===== config.mk =====
export PLATFORM = sky130hd
export DESIGN_NAME = pulse_evt_collector_flat
export DESIGN_NICKNAME = d
export VERILOG_FILES = /design/src/rtl/pulse_evt_collector_pkg.sv /design/src/rtl/pulse_evt_collector_if.sv /design/src/rtl/pulse_evt_collector_sat_counter.sv /design/src/rtl/pulse_evt_collector.sv /design/src/flat_wrapper.sv
export SDC_FILE = /design/constraint.sdc
export NUM_CORES = 1
export LEC_CHECK = 0
export BUFFER_PORTS_ARGS = -buffer_cell sky130_fd_sc_hd__buf_2
export CAP_MARGIN = 25
export CORE_ASPECT_RATIO = 0.8
export CORE_MARGIN = 5
export CORE_UTILIZATION = 38
export DETAILED_ROUTE_END_ITERATION = 12
export GPL_TIMING_DRIVEN = 0
export PLACE_DENSITY_LB_ADDON = 0.25
export SLEW_MARGIN = 20
export SYNTH_ARGS = -nofsm -noshare
export SYNTH_HDL_FRONTEND = slang
export SYNTH_SLANG_ARGS = --single-unit

===== constraint.sdc =====
create_clock -name clkb -period 3.7 [get_ports clkb]
set_input_delay 0.555 -clock clkb [delete_from_list [all_inputs] [get_ports clkb]]
set_output_delay 0.555 -clock clkb [all_outputs]
set_load 0.005 [all_outputs]

===== src/rtl/pulse_evt_collector_pkg.sv =====
// Shared encodings for the pulse event collector: close causes and FSM states.
package pulse_pkg;

    localparam logic [1:0] CAUSE_NONE  = 2'b00;
    localparam logic [1:0] CAUSE_WIN   = 2'b01;
    localparam logic [1:0] CAUSE_THR   = 2'b10;
    localparam logic [1:0] CAUSE_FLUSH = 2'b11;

    typedef enum logic [1:0] {
        IDLE = 2'b00,
        RUN  = 2'b01,
        PEND = 2'b10
    } state_t;

endpackage


===== src/rtl/pulse_evt_collector_if.sv =====
// Record channel from the event collector towards the status/CSR logic.
interface pulse_evt_collector_if #(
    parameter int CNT_W = 8
) ();
    import pulse_pkg::*;

    logic             out_valid;
    logic             out_ready;
    logic [CNT_W-1:0] out_count;
    logic             out_sat;
    logic [1:0]       out_cause;

    modport master (
        output out_valid,
        output out_count,
        output out_sat,
        output out_cause,
        input  out_ready
    );

    modport slave (
        input  out_valid,
        input  out_count,
        input  out_sat,
        input  out_cause,
        output out_ready
    );

endinterface


===== src/rtl/pulse_evt_collector_sat_counter.sv =====
// Saturating up-counter with clear and sticky overflow; exposes the next value
// so the owner can capture a count that includes the current increment.
module sat_counter #(
    parameter int W = 8
) (
    input  logic         clkb,
    input  logic         rst,
    input  logic         clr,
    input  logic         inc,
    output logic [W-1:0] cnt_next,
    output logic         ovf_next
);

    localparam logic [W-1:0] MAX = '1;

    logic [W-1:0] cnt;
    logic         ovf;
    logic         at_max;

    always_comb begin
        at_max   = (cnt == MAX);
        cnt_next = (inc && !at_max) ? cnt + W'(1) : cnt;
        ovf_next = ovf | (inc & at_max);
    end

    always_ff @(posedge clkb) begin
        if (rst || clr) begin
            cnt <= '0;
            ovf <= 1'b0;
        end else begin
            cnt <= cnt_next;
            ovf <= ovf_next;
        end
    end

endmodule


===== src/rtl/pulse_evt_collector.sv =====
// Counts synchronized pulse events per window and emits one record per closed
// window; holds the window open (PEND) while the record channel is stalled.
module pulse_evt_collector
    import pulse_pkg::*;
#(
    parameter int CNT_W   = 8,
    parameter int WIN_W   = 16,
    parameter int WIN_LEN = 1000,
    parameter int THRESH  = 200
) (
    input  logic clkb,
    input  logic rst,
    input  logic en,
    input  logic flush,
    input  logic pulse_in,
    pulse_evt_collector_if.master rec
);

    localparam logic [CNT_W-1:0] THR      = CNT_W'(THRESH);
    localparam logic [WIN_W-1:0] WIN_LAST = WIN_W'(WIN_LEN - 1);

    state_t           state, state_nxt;
    logic [WIN_W-1:0] timer, timer_nxt;
    logic [1:0]       cause_q, cause_nxt, close_cause;
    logic [CNT_W-1:0] acc_nxt;
    logic             sat_nxt;
    logic             acc_clr, acc_inc, out_free, load;

    assign acc_inc  = pulse_in & en & (state != IDLE);
    assign out_free = !rec.out_valid || rec.out_ready;

    sat_counter #(.W(CNT_W)) u_acc (
        .clkb     (clkb),
        .rst      (rst),
        .clr      (acc_clr),
        .inc      (acc_inc),
        .cnt_next (acc_nxt),
        .ovf_next (sat_nxt)
    );

    always_ff @(posedge clkb) begin
        if (rst) state <= IDLE;
        else     state <= state_nxt;
    end

    always_comb begin
        state_nxt   = state;
        timer_nxt   = timer;
        cause_nxt   = cause_q;
        close_cause = CAUSE_NONE;
        acc_clr     = 1'b0;
        load        = 1'b0;
        case (state)
            IDLE: begin
                acc_clr   = 1'b1;
                timer_nxt = '0;
                cause_nxt = CAUSE_NONE;
                if (en) state_nxt = RUN;
            end
            RUN: begin
                if (!en) begin
                    state_nxt = IDLE;
                    acc_clr   = 1'b1;
                    timer_nxt = '0;
                end else begin
                    timer_nxt = timer + WIN_W'(1);
                    if (flush)                close_cause = CAUSE_FLUSH;
                    else if (acc_nxt >= THR)  close_cause = CAUSE_THR;
                    else if (timer == WIN_LAST) close_cause = CAUSE_WIN;
                    if (close_cause != CAUSE_NONE) begin
                        if (out_free) begin
                            load      = 1'b1;
                            acc_clr   = 1'b1;
                            timer_nxt = '0;
                        end else begin
                            state_nxt = PEND;
                            cause_nxt = close_cause;
                            timer_nxt = timer;
                        end
                    end
                end
            end
            PEND: begin
                if (!en) begin
                    state_nxt = IDLE;
                    acc_clr   = 1'b1;
                    timer_nxt = '0;
                end else begin
                    // Latched cause can only be upgraded: WIN -> THR -> FLUSH.
                    if (flush)
                        close_cause = CAUSE_FLUSH;
                    else if (cause_q == CAUSE_WIN && acc_nxt >= THR)
                        close_cause = CAUSE_THR;
                    else
                        close_cause = cause_q;
                    cause_nxt = close_cause;
                    if (out_free) begin
                        load      = 1'b1;
                        acc_clr   = 1'b1;
                        timer_nxt = '0;
                        state_nxt = RUN;
                    end
                end
            end
            default: state_nxt = IDLE;
        endcase
    end

    always_ff @(posedge clkb) begin
        if (rst) begin
            timer         <= '0;
            cause_q       <= CAUSE_NONE;
            rec.out_valid <= 1'b0;
            rec.out_count <= '0;
            rec.out_sat   <= 1'b0;
            rec.out_cause <= CAUSE_NONE;
        end else begin
            timer   <= timer_nxt;
            cause_q <= cause_nxt;
            if (load) begin
                rec.out_valid <= 1'b1;
                rec.out_count <= acc_nxt;
                rec.out_sat   <= sat_nxt;
                rec.out_cause <= close_cause;
            end else if (rec.out_ready) begin
                rec.out_valid <= 1'b0;
            end
        end
    end

endmodule


===== src/flat_wrapper.sv =====
// flat-port wrapper written by rule: the top's interface ports become plain ports
module pulse_evt_collector_flat import pulse_pkg::*;
#(
    parameter int CNT_W   = 8,
    parameter int WIN_W   = 16,
    parameter int WIN_LEN = 1000,
    parameter int THRESH  = 200
)
  (clkb, rst, en, flush, pulse_in, rec_out_valid, rec_out_count, rec_out_sat, rec_out_cause, rec_out_ready);
  pulse_evt_collector_if #(.CNT_W(CNT_W)) rec_i ();
  input  logic clkb;
  input  logic rst;
  input  logic en;
  input  logic flush;
  input  logic pulse_in;
  output wire logic [$bits(rec_i.out_valid)-1:0] rec_out_valid;
  output wire logic [$bits(rec_i.out_count)-1:0] rec_out_count;
  output wire logic [$bits(rec_i.out_sat)-1:0] rec_out_sat;
  output wire logic [$bits(rec_i.out_cause)-1:0] rec_out_cause;
  input wire logic [$bits(rec_i.out_ready)-1:0] rec_out_ready;
  assign rec_out_valid = rec_i.out_valid;
  assign rec_out_count = rec_i.out_count;
  assign rec_out_sat = rec_i.out_sat;
  assign rec_out_cause = rec_i.out_cause;
  assign rec_i.out_ready = rec_out_ready;
  pulse_evt_collector #(.CNT_W(CNT_W), .WIN_W(WIN_W), .WIN_LEN(WIN_LEN), .THRESH(THRESH)) u_core (.clkb(clkb), .rst(rst), .en(en), .flush(flush), .pulse_in(pulse_in), .rec(rec_i));
endmodule

==> metrics.md <==
| Metric | Value |
|---|---|
| Run status | `completed` |
| Final Core Density | `43.37%` |
| Cell count after synthesis | `314` |
| Die ar. | `8207 µm²` |
| CP cell instances | `ha_1, and3_1, clkbuf_1, a211oi_1, mux2i_1, a22oi_2, and2_1, buf_4, a211oi_1, a31oi_1` |
| Most common cell on crit path | `a211oi_1` |
| Final Wtd Congestion | `0.8338` |
| DR WL/cell | `15.51 µm` |
| Number of warnings issued by yosys | `0` |
| Initial drt markers | `278` |
| GRT overflow | `0` |
| Reg2Reg Setup Slack | `720 ps` |
| Final setup viols | `0` |
| Syn_nets | `326` |
| Clk buf depth | `2` |
| Overall Power | `925.5 µW` |
| Slowest CP cell | `a211oi_1` |
| Power Dens Cells | `336.4 nW/µm²` |
| Crit end category | `register` |
| GR peak layer | `met1` |
| Hold Crit Start | `u_core.rec.out_cause[0]` |
| Post-DP HPWL | `4.752 mm` |
| CP Data Arrival Time | `3150 ps` |
| Final wirelength | `6.545 mm` |
| First-pass GRT wire length | `11.12 mm` |
| Synth top area share | `33.30%` |
| Slew Viols, Final | `0` |
| Initial antenna violation count | `0` |
| Synth async-reset ratio | `0%` |
| Post-layout instance area | `2751 µm²` |
| Layout cells sized above 1 | `13.31%` |
| Dominant synthesized flop cell | `dfxtp_1` |
| Clk root buf | `clkbuf_8` |
| WS Path Type | `register to register` |
| Worst-Margin Slew | `697.7 ps` |
| Met3 Use GR | `2.886%` |
| Critical path required time | `3870 ps` |
| Hold endpoint | `u_core.rec.out_cause[0]` |
| Buf/Inv on CP | `2` |
| Leak | `0.0009750 µW` |
| CTS tree | `built` |
| CP peak stage delay | `450 ps` |
| Num CTS Buffers | `5` |
| Flops & latches, synth | `41` |
| Worst r2r src | `u_core.u_acc.cnt[0]` |
| Crit path max-delay family | `compound AO/OA/AOI/OAI gates` |
| Setup_tns | `0 ps` |
| Synthesized area per cell | `7.850 µm²` |
| # H-tree levels | `2` |
| Cts repair resizes | `0` |
| Post-synth EDFFs | `0` |
| Fin. Hold Viols | `0` |
| Post-DRT Antenna Nets | `0` |
| Via count | `2401` |
| Max IR drop VDD | `0.1643 mV` |
| Crit share post-route | `80.51%` |
| Hold Path Class | `register to register` |
| Clk sinks | `41` |
| Core ar. | `6344 µm²` |
| Worst r2r dst | `u_core.timer[10]` |
| Initial Util | `38.86%` |
| First-pass DRT Iterations | `5` |
| DRC Markers | `0` |
| I/O pin cnt | `18` |
| Met2 Resource Use GR | `24.63%` |
| Met1 Use GR | `25.70%` |
| Chip width | `100.0 µm` |
| Final Net Count | `349` |
| Largest net degree at the start of global routing | `13` |
| CP max FO | `8` |
| Distinct cells, synth | `64` |
| Port bufs | `16` |
| Hold path cells | `2` |
| Clock Skews | `6.756 ps` |
| Filler Cells Inserted | `669` |
| Final Critical Period | `2979 ps` |
| Total GRT Usage | `17.11%` |
| Most common cell in the netlist | `dfxtp_1` |
| Seq/Total Area, Yosys | `33.30%` |
| CTS Hold Buffers Added | `0` |
| Placed inst area | `2650 µm²` |
| Post-CTS setup buffer count | `0` |
| Syn Std Cell Area | `2465 µm²` |
| Largest area contributor in the netlist | `dfxtp_1` |
| Worst reg2reg path depth | `10` |
| Max-cap viol count | `0` |
| Area Overhead vs Synth | `11.62%` |
| Number of global-route vias before repair | `2148` |
| Area contributors post-synth | `dfxtp_1, a21oi_1, nor2_1` |
| Slew margin rel. | `53.48%` |
| Clock Latency Late Sink | `300 ps` |
| RSZ-0062 raised after global routing | `no` |
| Synth cell count leaders | `dfxtp_1, nor2_1, a21oi_1, nand2_1, nand3_1` |
| # rows | `26` |
| Clk pin slew, worst setup/hold paths | `80 ps` |
| Fmax | `0.3357 GHz` |
| Diodes inserted | `0` |
| CP startpoint kind | `register` |
| Vertical die dimension | `82.04 µm` |
| Via density | `5.690` |
layout by cell type, fill, tap and decap left out, drive strengths merged, types with 6 or more instances in the layout:
master  Yosys  layout
nand3      17      17
clkbuf     13      20
a21oi      29      29
buf         7      23
dfxtp      41      41
and3        6       6
nor2       37      37
nand2      29      29
ha          6       6
inv         8       8
a211oi     11      11
o21ai      17      17
nor3       11      11
report_power, final:
group	switching (µW)	total [µW]	internal (µW)
Sequential	4.72	452	447
Clock	159	328	169
Combinational	96.7	146	49.3
layout make-up:
type | count | area (µm²) | area share (%)
clock buffer | 7 | 96.34 | 3.502
timing repair buffer | 16 | 80.08 | 2.910
sequential | 41 | 820.8 | 29.83
multi-input combinational | 245 | 1516 | 55.12
clock inverter | 1 | 5.005 | 0.1819
buffer | 20 | 97.59 | 3.547
inverter | 8 | 30.03 | 1.091
tap | 84 | 105.1 | 3.820
cell families (layout without fill, tap and decap cells):
kind of cell	Yosys count	after routing	synth area share (%)
AO/OA/AOI/OAI	94	94	26.35
XOR/XNOR	6	6	2.132
adder cells (fa/ha/maj)	6	6	3.046
buffers and inverters	28	52	5.178
flip-flops	41	41	33.30
multiplexers	5	5	2.132
AND/OR/NAND/NOR	134	134	27.87
registers in the layout, summed over array words and instances, names as in the netlist:
signal                cells
u_core.rec.out_count      8
u_core.rec.out_cause      2
u_core.u_acc.cnt          8
u_core.cause_q            2
u_core.u_acc.ovf          1
u_core.timer             16
u_core.state              2
u_core.rec.out_valid      1
u_core.rec.out_sat        1
per-stage QoR:
step / std cells / hold WS, ps / setup slack [ps]
3_3_place_gp: 414 / 446.1 / 801.7
5_1_grt: 422 / 510.7 / 589.6
2_1_floorplan: 314 / 452.7 / 1110
6_report: 422 / 461.3 / 721.0
3_5_place_dp: 414 / 451.5 / 776.4
4_1_cts: 422 / 469.5 / 757.7
routing by layer:
layer  part of all wire, %  vias up
li1                      -     1200
met1                    53     1123
met2                    40       71
met3                   5.7        7
met4                   1.3        0
met5                     0        -
how the worst max path moves through the flow:
| stage | from | endpoint | slack (ps) | depth (start not counted) |
|---|---|---|---|---|
| after global placement | en | u_core.timer[13] | 800 | 10 |
| after global routing | u_core.u_acc.cnt[0] | u_core.rec.out_cause[0] | 590 | 11 |
| after detailed placement | en | u_core.timer[13] | 780 | 10 |
| after CTS | u_core.u_acc.cnt[0] | u_core.timer[13] | 760 | 10 |
| final | u_core.u_acc.cnt[0] | u_core.timer[10] | 720 | 10 |
| after floorplan | u_core.u_acc.cnt[0] | u_core.state[0] | 1110 | 10 |
tightest hold or removal path, stage by stage (launching register included):
cell	delay, ps
dfxtp_1	310
nand2_1	50
a21oi_1	50
No activity file was read; power rests on OpenSTA's default activity.
